$ cat config.mk
export PLATFORM = sky130hd
export DESIGN_NAME = piso_serializer
export DESIGN_NICKNAME = d
export VERILOG_FILES = /design/src/rtl/piso_serializer.sv
export SDC_FILE = /design/constraint.sdc
export NUM_CORES = 1
export LEC_CHECK = 0
export CAP_MARGIN = 40
export CORE_MARGIN = 2
export CORE_UTILIZATION = 38
export CTS_BUF_LIST = sky130_fd_sc_hd__clkbuf_16
export DETAILED_ROUTE_END_ITERATION = 6
export PLACE_DENSITY = 0.63
export SYNTH_ARGS = -nofsm -noshare
export SYNTH_HDL_FRONTEND = slang
export SYNTH_SLANG_ARGS = --single-unit
$ cat constraint.sdc
create_clock -name clk_i -period 4.86 [get_ports clk_i]
set_input_delay 0.486 -clock clk_i [delete_from_list [all_inputs] [get_ports clk_i]]
set_output_delay 0.486 -clock clk_i [all_outputs]
set_load 0.02 [all_outputs]
$ cat src/rtl/piso_serializer.sv
// rtl/piso_serializer.sv - parallel-in serial-out serializer with zero-bubble reload
module piso_serializer #(
  parameter int WIDTH = 8
) (
  input  logic             clk_i,
  input  logic             rstn_i,
  input  logic             en_i,
  input  logic             dir_i,
  input  logic             valid_i,
  input  logic [WIDTH-1:0] data_i,
  output logic             ready_o,
  output logic             data_o,
  output logic             valid_o,
  output logic             last_o,
  output logic             busy_o
);

  localparam int CW = $clog2(WIDTH);

  typedef enum logic {
    IDLE  = 1'b0,
    SHIFT = 1'b1
  } state_t;

  state_t           state_q, state_d;
  logic [WIDTH-1:0] sreg_q, sreg_d;
  logic [CW-1:0]    cnt_q, cnt_d;
  logic             flag_q, flag_d;
  logic             load;

  always_ff @(posedge clk_i or negedge rstn_i) begin
    if (!rstn_i) begin
      state_q <= IDLE;
      sreg_q  <= '0;
      cnt_q   <= '0;
      flag_q  <= 1'b0;
    end else begin
      state_q <= state_d;
      sreg_q  <= sreg_d;
      cnt_q   <= cnt_d;
      flag_q  <= flag_d;
    end
  end

  always_comb begin
    state_d = state_q;
    sreg_d  = sreg_q;
    cnt_d   = cnt_q;
    flag_d  = flag_q;
    busy_o  = (state_q == SHIFT);
    valid_o = (state_q == SHIFT);
    last_o  = (state_q == SHIFT) && (cnt_q == CW'(WIDTH - 1));
    data_o  = 1'b0;
    if (state_q == SHIFT) begin
      data_o = flag_q ? sreg_q[0] : sreg_q[WIDTH-1];
    end
    // Ready on the final consumed bit lets the next word follow with no gap.
    ready_o = (state_q == IDLE) || (last_o && en_i);
    load    = valid_i && ready_o;

    if (load) begin
      state_d = SHIFT;
      sreg_d  = data_i;
      flag_d  = dir_i;
      cnt_d   = '0;
    end else if (state_q == SHIFT && en_i) begin
      if (last_o) begin
        state_d = IDLE;
      end else begin
        sreg_d = flag_q ? {1'b0, sreg_q[WIDTH-1:1]} : {sreg_q[WIDTH-2:0], 1'b0};
        cnt_d  = cnt_q + CW'(1);
      end
    end
  end

endmodule

**Word level (Yosys, flattened, before mapping)**

Index checks and enable logic that the tools add are counted.

- Flip-flop bits (word level): 13

- Add/subtract/negate cells: 1
- Bitwise logic cells: 1
- Equal/unequal tests: 2
- Reductions and logical operators: 9
- Mux-type cells: 12

Operators with widths:

| operator | count |
|---|---|
| 8-bit 2-to-1 mux | 4 |
| 3-bit 2-to-1 mux | 3 |
| 1-bit 2-to-1 mux | 5 |
| 1-bit logical AND | 4 |
| 2-bit AND reduction | 2 |
| 2-bit nonzero test | 2 |
| 3-bit by 1-bit adder with 3-bit output, second input constant | 1 |
| 3-bit equality test, second input constant | 1 |
| 2-bit by 1-bit != test with 1-bit output, second input constant | 1 |
| 1-bit logical OR | 1 |
| 1-bit inverter | 1 |

**Longest topological paths before layout**

Gate-level depths: netlist (run 1).

- Depth after elaboration: 7
- Mapped depth: 7
- Mapped depth without buffers: 6

**Worst setup path before layout (run 1)**

No wires, ideal clock.

- Path kind: reg-to-reg
- Start: reg cnt_q[0]
- End: reg sreg_q[7]
- Slack: 3.068 ns
- Setup time: 0.126 ns
- Arrival time: 1.666 ns
- Cell stages (with the launch flop): 7
- Clock period less this slack: 1.792 ns
- Cell sequence: dfrtp_1 > ha_1 > ha_1 > a21bo_4 > and2_4 > buf_6 > a221o_1

- Cells in the longest elaborated chain, start to end: 7
- Elaborated cells between the ends (all ways): 9
- Classes of those cells: eq/ne: 2; mux: 1; reduce/logical: 6

RTL lines:

| what | RTL line | source |
|---|---|---|
| from (decl) | 27 | `logic [CW-1:0] cnt_q, cnt_d;` |
| from (signal assigned) | 40 | `cnt_q <= cnt_d;` |
| 3-bit equality test * | 52 | `last_o = (state_q == SHIFT) && (cnt_q == CW'(WIDTH - 1));` |
| 1-bit logical AND * | 52 |  |
| 1-bit logical AND * | 58 | `ready_o = (state_q == IDLE) \|\| (last_o && en_i);` |
| 1-bit logical OR * | 58 |  |
| via ready_o | 11 | `output logic ready_o,` |
| 1-bit logical AND * | 59 | `load = valid_i && ready_o;` |
| 2-bit by 1-bit != test with 1-bit output (no source line) / 2-bit nonzero test (equally long branches) | - |  |
| 2-bit AND reduction (no source line) | - |  |
| to (signal assigned) | 39 | `sreg_q <= sreg_d;` |
| to (decl) | 26 | `logic [WIDTH-1:0] sreg_q, sreg_d;` |

Mark *: on every way through the listed nets, which the timed path passes. The rest lies on a longest branch.
A chain may end at the register's enable or synchronous reset.

**Worst setup path in the final report (run 1)**

- Start: in en_i
- End: out ready_o

- Cells in the longest elaborated chain, start to end: 2

RTL lines:

| what | RTL line | source |
|---|---|---|
| from (decl) | 7 | `input logic en_i,` |
| 1-bit logical AND | 58 |  |
| 1-bit logical OR | 58 |  |
| to (decl) | 11 |  |

No other way between the ends.

==> results of run 1 <==
[report_power, final]
part	leakage, nW	internal (mW)	total, mW	switching (mW)
Sequential	0.161	0.154	0.206	0.0517
Clock	0.0423	0.108	0.152	0.0439
Combinational	0.247	0.107	0.201	0.0948
[kinds of logic (layout without fill, tap and decap cells)]
logic type               count (synthesis)  count (layout)  share of synthesized area, %
AO/OA/AOI/OAI                           22              22                          21.5
adder cells (fa/ha/maj)                  2               2                          3.28
buffers and inverters                    8              24                          6.72
flip-flops                              13              13                          42.6
multiplexers                             4               4                          5.25
AND/OR/NAND/NOR                         33              33                          20.7
[registers in the layout, summed over array words and instances, names as in the netlist]
signal and flops:
flag_q 1, busy_o 1, sreg_q 8, cnt_q 3
[stage by stage]
step	std cells	utilization, %	hold slack [ns]	cell area (µm²)	total power [mW]
2_1_floorplan	82	-	0.190	763	0.347
3_3_place_gp	121	48.2	0.494	927	0.401
3_5_place_dp	121	48.2	0.497	927	0.410
4_1_cts	125	52.3	0.511	1010	0.565
5_1_grt	125	52.3	0.550	1010	0.603
6_report	125	52.3	0.513	1010	0.559
[path summary, 6_finish.rpt]
kind,end,cells after the start
worst max-delay path,ready_o,3
worst min-delay path,sreg_q[2],2
worst max register to register,sreg_q[0],6
min in group asynchronous,sreg_q[6],1
worst min register to register,sreg_q[2],2
max in group asynchronous,cnt_q[0],1
[layout make-up]
| cell class | instances | area [µm²] |
|---|---|---|
| Tap cell | 27 | 33.8 |
| Inverter | 3 | 11.3 |
| Clock buffer | 3 | 75.1 |
| Fill cell | 196 | 916 |
| Timing Repair Buffer | 17 | 170 |
| Clock inverter | 1 | 3.75 |
| Multi-Input combinational cell | 61 | 387 |
| Sequential cell | 13 | 325 |
[worst reg2reg max path, stage by stage, from the launching register on]
cell and delay [ns]:
dfrtp_1 0.38, ha_1 0.16, ha_1 0.26, and2b_1 0.27, o22ai_2 0.43, nor2b_1 0.21, a21oi_1 0.05
[placed cells by master (no fill, tap or decap), types with 2 or more instances in the layout]
cell type and instances:
clkdlybuf4s50_1 17, nand2_1 15, dfrtp_1 13, nor2_1 7, o21ai_0 5, nor2b_1 5, inv_1 4, mux2i_1 4
a211oi_1 4, o31ai_1 4, clkbuf_16 3, a21oi_1 2, o22ai_1 2, a22o_1 2, ha_1 2
[per-layer routing]
metal	up-vias	global-route usage [%]	wire length (µm)
li1	316	-	-
met1	293	20.1	723
met2	14	22.6	786
met3	0	4.91	92
met4	0	2.86	0
met5	-	0	0
[cells in the mapped netlist, drive strengths merged]
cell type / count
o22ai: 3
a22o: 2
and2: 2
nor2b: 5
inv: 3
a221o: 1
nand3: 1
ha: 2
dfrtp: 13
buf: 5
mux2i: 4
a21oi: 2
nand2: 15
and2b: 1
and4b: 1
nand2b: 1
a211oi: 4
nor2: 7
a21bo: 1
o31ai: 4
o21ai: 5
==> results.py, run 1 <==
metrics = {
    "outcome": {
        "status": "complete, no violations",
    },
    "synthesis": {
        "syn_nets": 97,
        "avgSynthCellArea_um2": 9.31,
        "synth_area_leader_cell": "dfrtp_1",
        "ys_types": 25,
        "synth-seq-cells": 13,
        "netlist_area_um2": 763,
        "synth_top_area_share_pct": 42.6,
        "synth_area_leaders": "dfrtp_1, nand2_1, mux2i_1",
        "yosysWarnings": 0,
        "ys_seq_area_share_pct": 42.6,
        "synth_cells": 82,
    },
    "sta": {
        "skew_ns": 0.00111,
        "fin_crit_ns": 2.42,
        "finalSetupViolations": 0,
        "timing.slew.headroom_pct": 59.7,
        "layout_setup_ws_ns": 2.44,
        "maxSlewViolCount": 0,
        "rsz0062_at_grt": "false",
        "fin_crit_sh_pct": 49.7,
        "worst_pin_slew_ns": 0.602,
        "fin_tns_setup_ns": 0,
        "hold_viol": 0,
        "fmax_mhz": 414,
    },
    "routing": {
        "routed_wl_um": 1600,
        "wl_per_cell_um": 12.8,
        "first_iter_violations": 9,
        "drtPass1Iterations": 4,
        "via_per_inst": 4.98,
        "vias": 623,
        "drc": 0,
        "ant_nets": 0,
    },
    "critical_path": {
        "cp_top_family": "buffers and inverters",
        "r2r_slack_ns": 2.98,
        "crit_type": "input pin to output port",
        "critPathSlowestCell": "clkdlybuf4s50_1",
        "required_ns": 4.37,
        "path_cells": "clkdlybuf4s50_1 > a21bo_4 > clkdlybuf4s50_1",
        "critPathLaunch": "en_i",
        "arrival_ns": 1.93,
        "crit_buf_inv": 2,
        "worstPathMaxFanout": 8,
        "slowest_delay_ns": 0.65,
        "cp-start-kind": "input pin",
        "timing.rr.start": "cnt_q[0]",
        "critPathCaptureType": "output port",
        "path_common_cell": "clkdlybuf4s50_1",
    },
    "pwr": {
        "powerDensity_mw_per_mm2": 556,
        "ir_drop_mv": 0.295,
        "p_leak_nw": 0.451,
    },
    "clock_network": {
        "post_cts_hold_buffer_count": 0,
        "cts-htree-levels": 1,
        "cts_num_sinks": 13,
        "cts_setup_buffers": 0,
        "clock-root-buffer": "clkbuf_16",
        "cts_buffers": 3,
        "clk_pin_slew_worst_paths_ns": 0.04,
        "cts.repair.resized": 0,
        "clockBufferDepth": 2,
        "clk_latency_ns": 0.24,
        "cts_tree": "done",
    },
    "grt": {
        "antenna_found_initial": 0,
        "grt_max_degree": 16,
        "track_usage_pct": 14.7,
        "grt_overflow_total": 0,
        "grt_pass1_wl_um": 2660,
        "first_global_vias": 579,
    },
    "finish": {
        "area_growth_pct": 31.8,
        "fin_nets": 114,
        "antenna_cells": 0,
        "drive_gt1_share_pct": 6.12,
    },
    "floorplanning": {
        "num_rows": 16,
        "chipHeight_um": 48.8,
        "dieArea_mm2": 0.00238,
        "io-pin-count": 18,
        "initial_core_util_pct": 39.7,
        "core_mm2": 0.00192,
        "die_w_um": 48.8,
    },
    "hold_path": {
        "worstHoldStart": "sreg_q[2]",
        "hold_class": "register to register",
    },
    "place": {
        "place.gp.congestion": 0.754,
        "detailed_place_hpwl_um": 1190,
        "numPortBuffers": 17,
        "dp_slack_ns": 2.45,
    },
    "run": {
        "maxCapViolations": 0,
    },
}
No activity file was read; power rests on OpenSTA's default activity.
==> run 2: changes to the inputs <==
==> constraint.sdc (replaced) <==
create_clock -name clk_i -period 2.5 [get_ports clk_i]
set_input_delay 0.25 -clock clk_i [delete_from_list [all_inputs] [get_ports clk_i]]
set_output_delay 0.25 -clock clk_i [all_outputs]
set_load 0.02 [all_outputs]
==> run 2 against run 1 <==
Final cell count grew 0.80%. Sequential cell count is the same. Design area grew 0.75%. Largest power group is now combinational cells. Highest routed layer is now met4.
==> results.py, run 2 (same netlist as run 1, synthesis figures left out) <==
metrics = {
    "finish": {
        "largest_reg_flops": 8,
        "fillCellCount": 189,
        "drive_gt1_share_pct": 7.07,
        "largestRegisters": "sreg_q (8), cnt_q (3)",
        "largest_register": "sreg_q",
        "layout_commonest_cell": "clkdlybuf4s50_1",
        "fin_nets": 115,
        "antenna_cells": 0,
        "final_cell_mix": "clkdlybuf4s50_1, nand2_1, dfrtp_1",
        "area_growth_pct": 32.8,
        "final_area_mm2": 0.00101,
        "finalNonFillerCells": 126,
    },
    "sta": {
        "skew_ns": 0.00167,
        "finalSetupViolations": 0,
        "fmax_mhz": 466,
        "fin_crit_sh_pct": 85.8,
        "hold_viol": 0,
        "layout_setup_ws_ns": 0.356,
        "maxSlewViolCount": 0,
        "fin_crit_ns": 2.14,
        "holdWs_ns": 0.403,
        "fin_tns_setup_ns": 0,
        "worst_pin_slew_ns": 0.628,
        "timing.slew.headroom_pct": 58.0,
        "rsz0062_at_grt": "false",
    },
    "clock_network": {
        "clock-root-buffer": "clkbuf_16",
        "clk_latency_ns": 0.24,
        "cts_tree": "done",
        "cts_buffers": 3,
        "cts.repair.resized": 0,
        "cts_setup_buffers": 0,
        "post_cts_hold_buffer_count": 0,
        "clk_pin_slew_worst_paths_ns": 0.05,
        "clockBufferDepth": 2,
        "cts-htree-levels": 1,
        "cts_num_sinks": 13,
    },
    "place": {
        "placed_cell_area_um2": 935,
        "detailed_place_hpwl_um": 1140,
        "dp.cells": 122,
        "dp_slack_ns": 0.559,
        "numPortBuffers": 17,
        "place.gp.congestion": 0.746,
    },
    "floorplanning": {
        "dieArea_mm2": 0.00238,
        "io-pin-count": 18,
        "core_mm2": 0.00192,
        "chipHeight_um": 48.8,
        "initial_core_util_pct": 39.7,
        "die_w_um": 48.8,
        "num_rows": 16,
    },
    "routing": {
        "vias": 623,
        "ant_nets": 0,
        "via_per_inst": 4.94,
        "drtPass1Iterations": 4,
        "first_iter_violations": 7,
        "wl_per_cell_um": 12.5,
        "drc": 0,
        "routed_wl_um": 1580,
    },
    "pwr": {
        "ir_drop_mv": 0.621,
        "p_comb_share_pct": 38.5,
        "p_leak_nw": 0.456,
        "powerDensity_mw_per_mm2": 1080,
        "internal_power_mw": 0.727,
        "power_frac_clock_pct": 27.5,
        "sequentialPowerShare_pct": 34.1,
        "p_sw_mw": 0.372,
        "p_sw_share_pct": 33.9,
    },
    "critical_path": {
        "worstPathMaxFanout": 6,
        "arrival_ns": 1.89,
        "required_ns": 2.25,
        "critPathCaptureType": "output port",
        "crit_type": "register to output port",
        "cp-start-kind": "register",
    },
    "grt": {
        "grt_pass1_wl_um": 2700,
        "grt_max_degree": 16,
        "track_usage_pct": 14.9,
        "first_global_vias": 574,
        "antenna_found_initial": 0,
        "grt_overflow_total": 0,
    },
    "outcome": {
        "status": "complete, no violations",
    },
    "run": {
        "maxCapViolations": 0,
    },
    "hold_path": {
        "hold_class": "input pin to async pin",
    },
}
[run 2: cell types whose count changed in the layout (fill, tap and decap cells not counted)]
cell	before	now
buf_4	0	1
[run 2: power by group through the flow]
| stage | sequential [mW] | combinational, mW | clock, mW |
|---|---|---|---|
| floorplan | 0.358 | 0.316 | 0 |
| global placement | 0.375 | 0.418 | 0 |
| detailed placement | 0.376 | 0.426 | 0 |
| CTS | 0.373 | 0.428 | 0.305 |
| global route | 0.387 | 0.478 | 0.319 |
| finish | 0.375 | 0.423 | 0.302 |
[run 2: layout make-up]
class                      instances  area (µm²)  share of cell area (%)
multi-input combinational         61         387                    38.1
clock buffer                       3        75.1                    7.41
sequential                        13         325                    32.1
clock inverter                     1        3.75                   0.370
tap                               27        33.8                    3.33
inverter                           3        11.3                    1.11
timing repair buffer              18         178                    17.5
[run 2: worst max-delay path, cell delays in order, from the launching register on]
cell	delay, ns
dfrtp_1	0.40
ha_1	0.21
ha_1	0.26
a21bo_4	0.26
clkdlybuf4s50_1	0.53
[run 2: path summary, 6_finish.rpt]
path	startpoint	endpoint	slack [ns]	depth (start not counted)
hold reg to reg	sreg_q[2]	sreg_q[2]	0.49	2
min in group clk_i	sreg_q[2]	sreg_q[2]	0.49	2
hold / removal	rstn_i	sreg_q[5]	0.40	1
setup / recovery	cnt_q[0]	ready_o	0.36	4
setup reg to reg	cnt_q[0]	sreg_q[7]	0.63	5
max in group asynchronous	rstn_i	sreg_q[2]	1.69	1
[run 2: per-stage QoR]
step,power [mW],util [%]
4_1_cts,1.11,52.7
6_report,1.10,52.7
2_1_floorplan,0.674,-
5_1_grt,1.18,52.7
3_3_place_gp,0.793,48.6
3_5_place_dp,0.802,48.6
[run 2: per-layer routing]
| metal | vias up | global-route usage [%] | share of wire (%) |
|---|---|---|---|
| met2 | 7 | 22.4 | 45 |
| li1 | 320 | - | - |
| met4 | 0 | 5.71 | 0.82 |
| met5 | - | 0 | 0 |
| met3 | 2 | 3.07 | 2.4 |
| met1 | 294 | 21.0 | 51 |
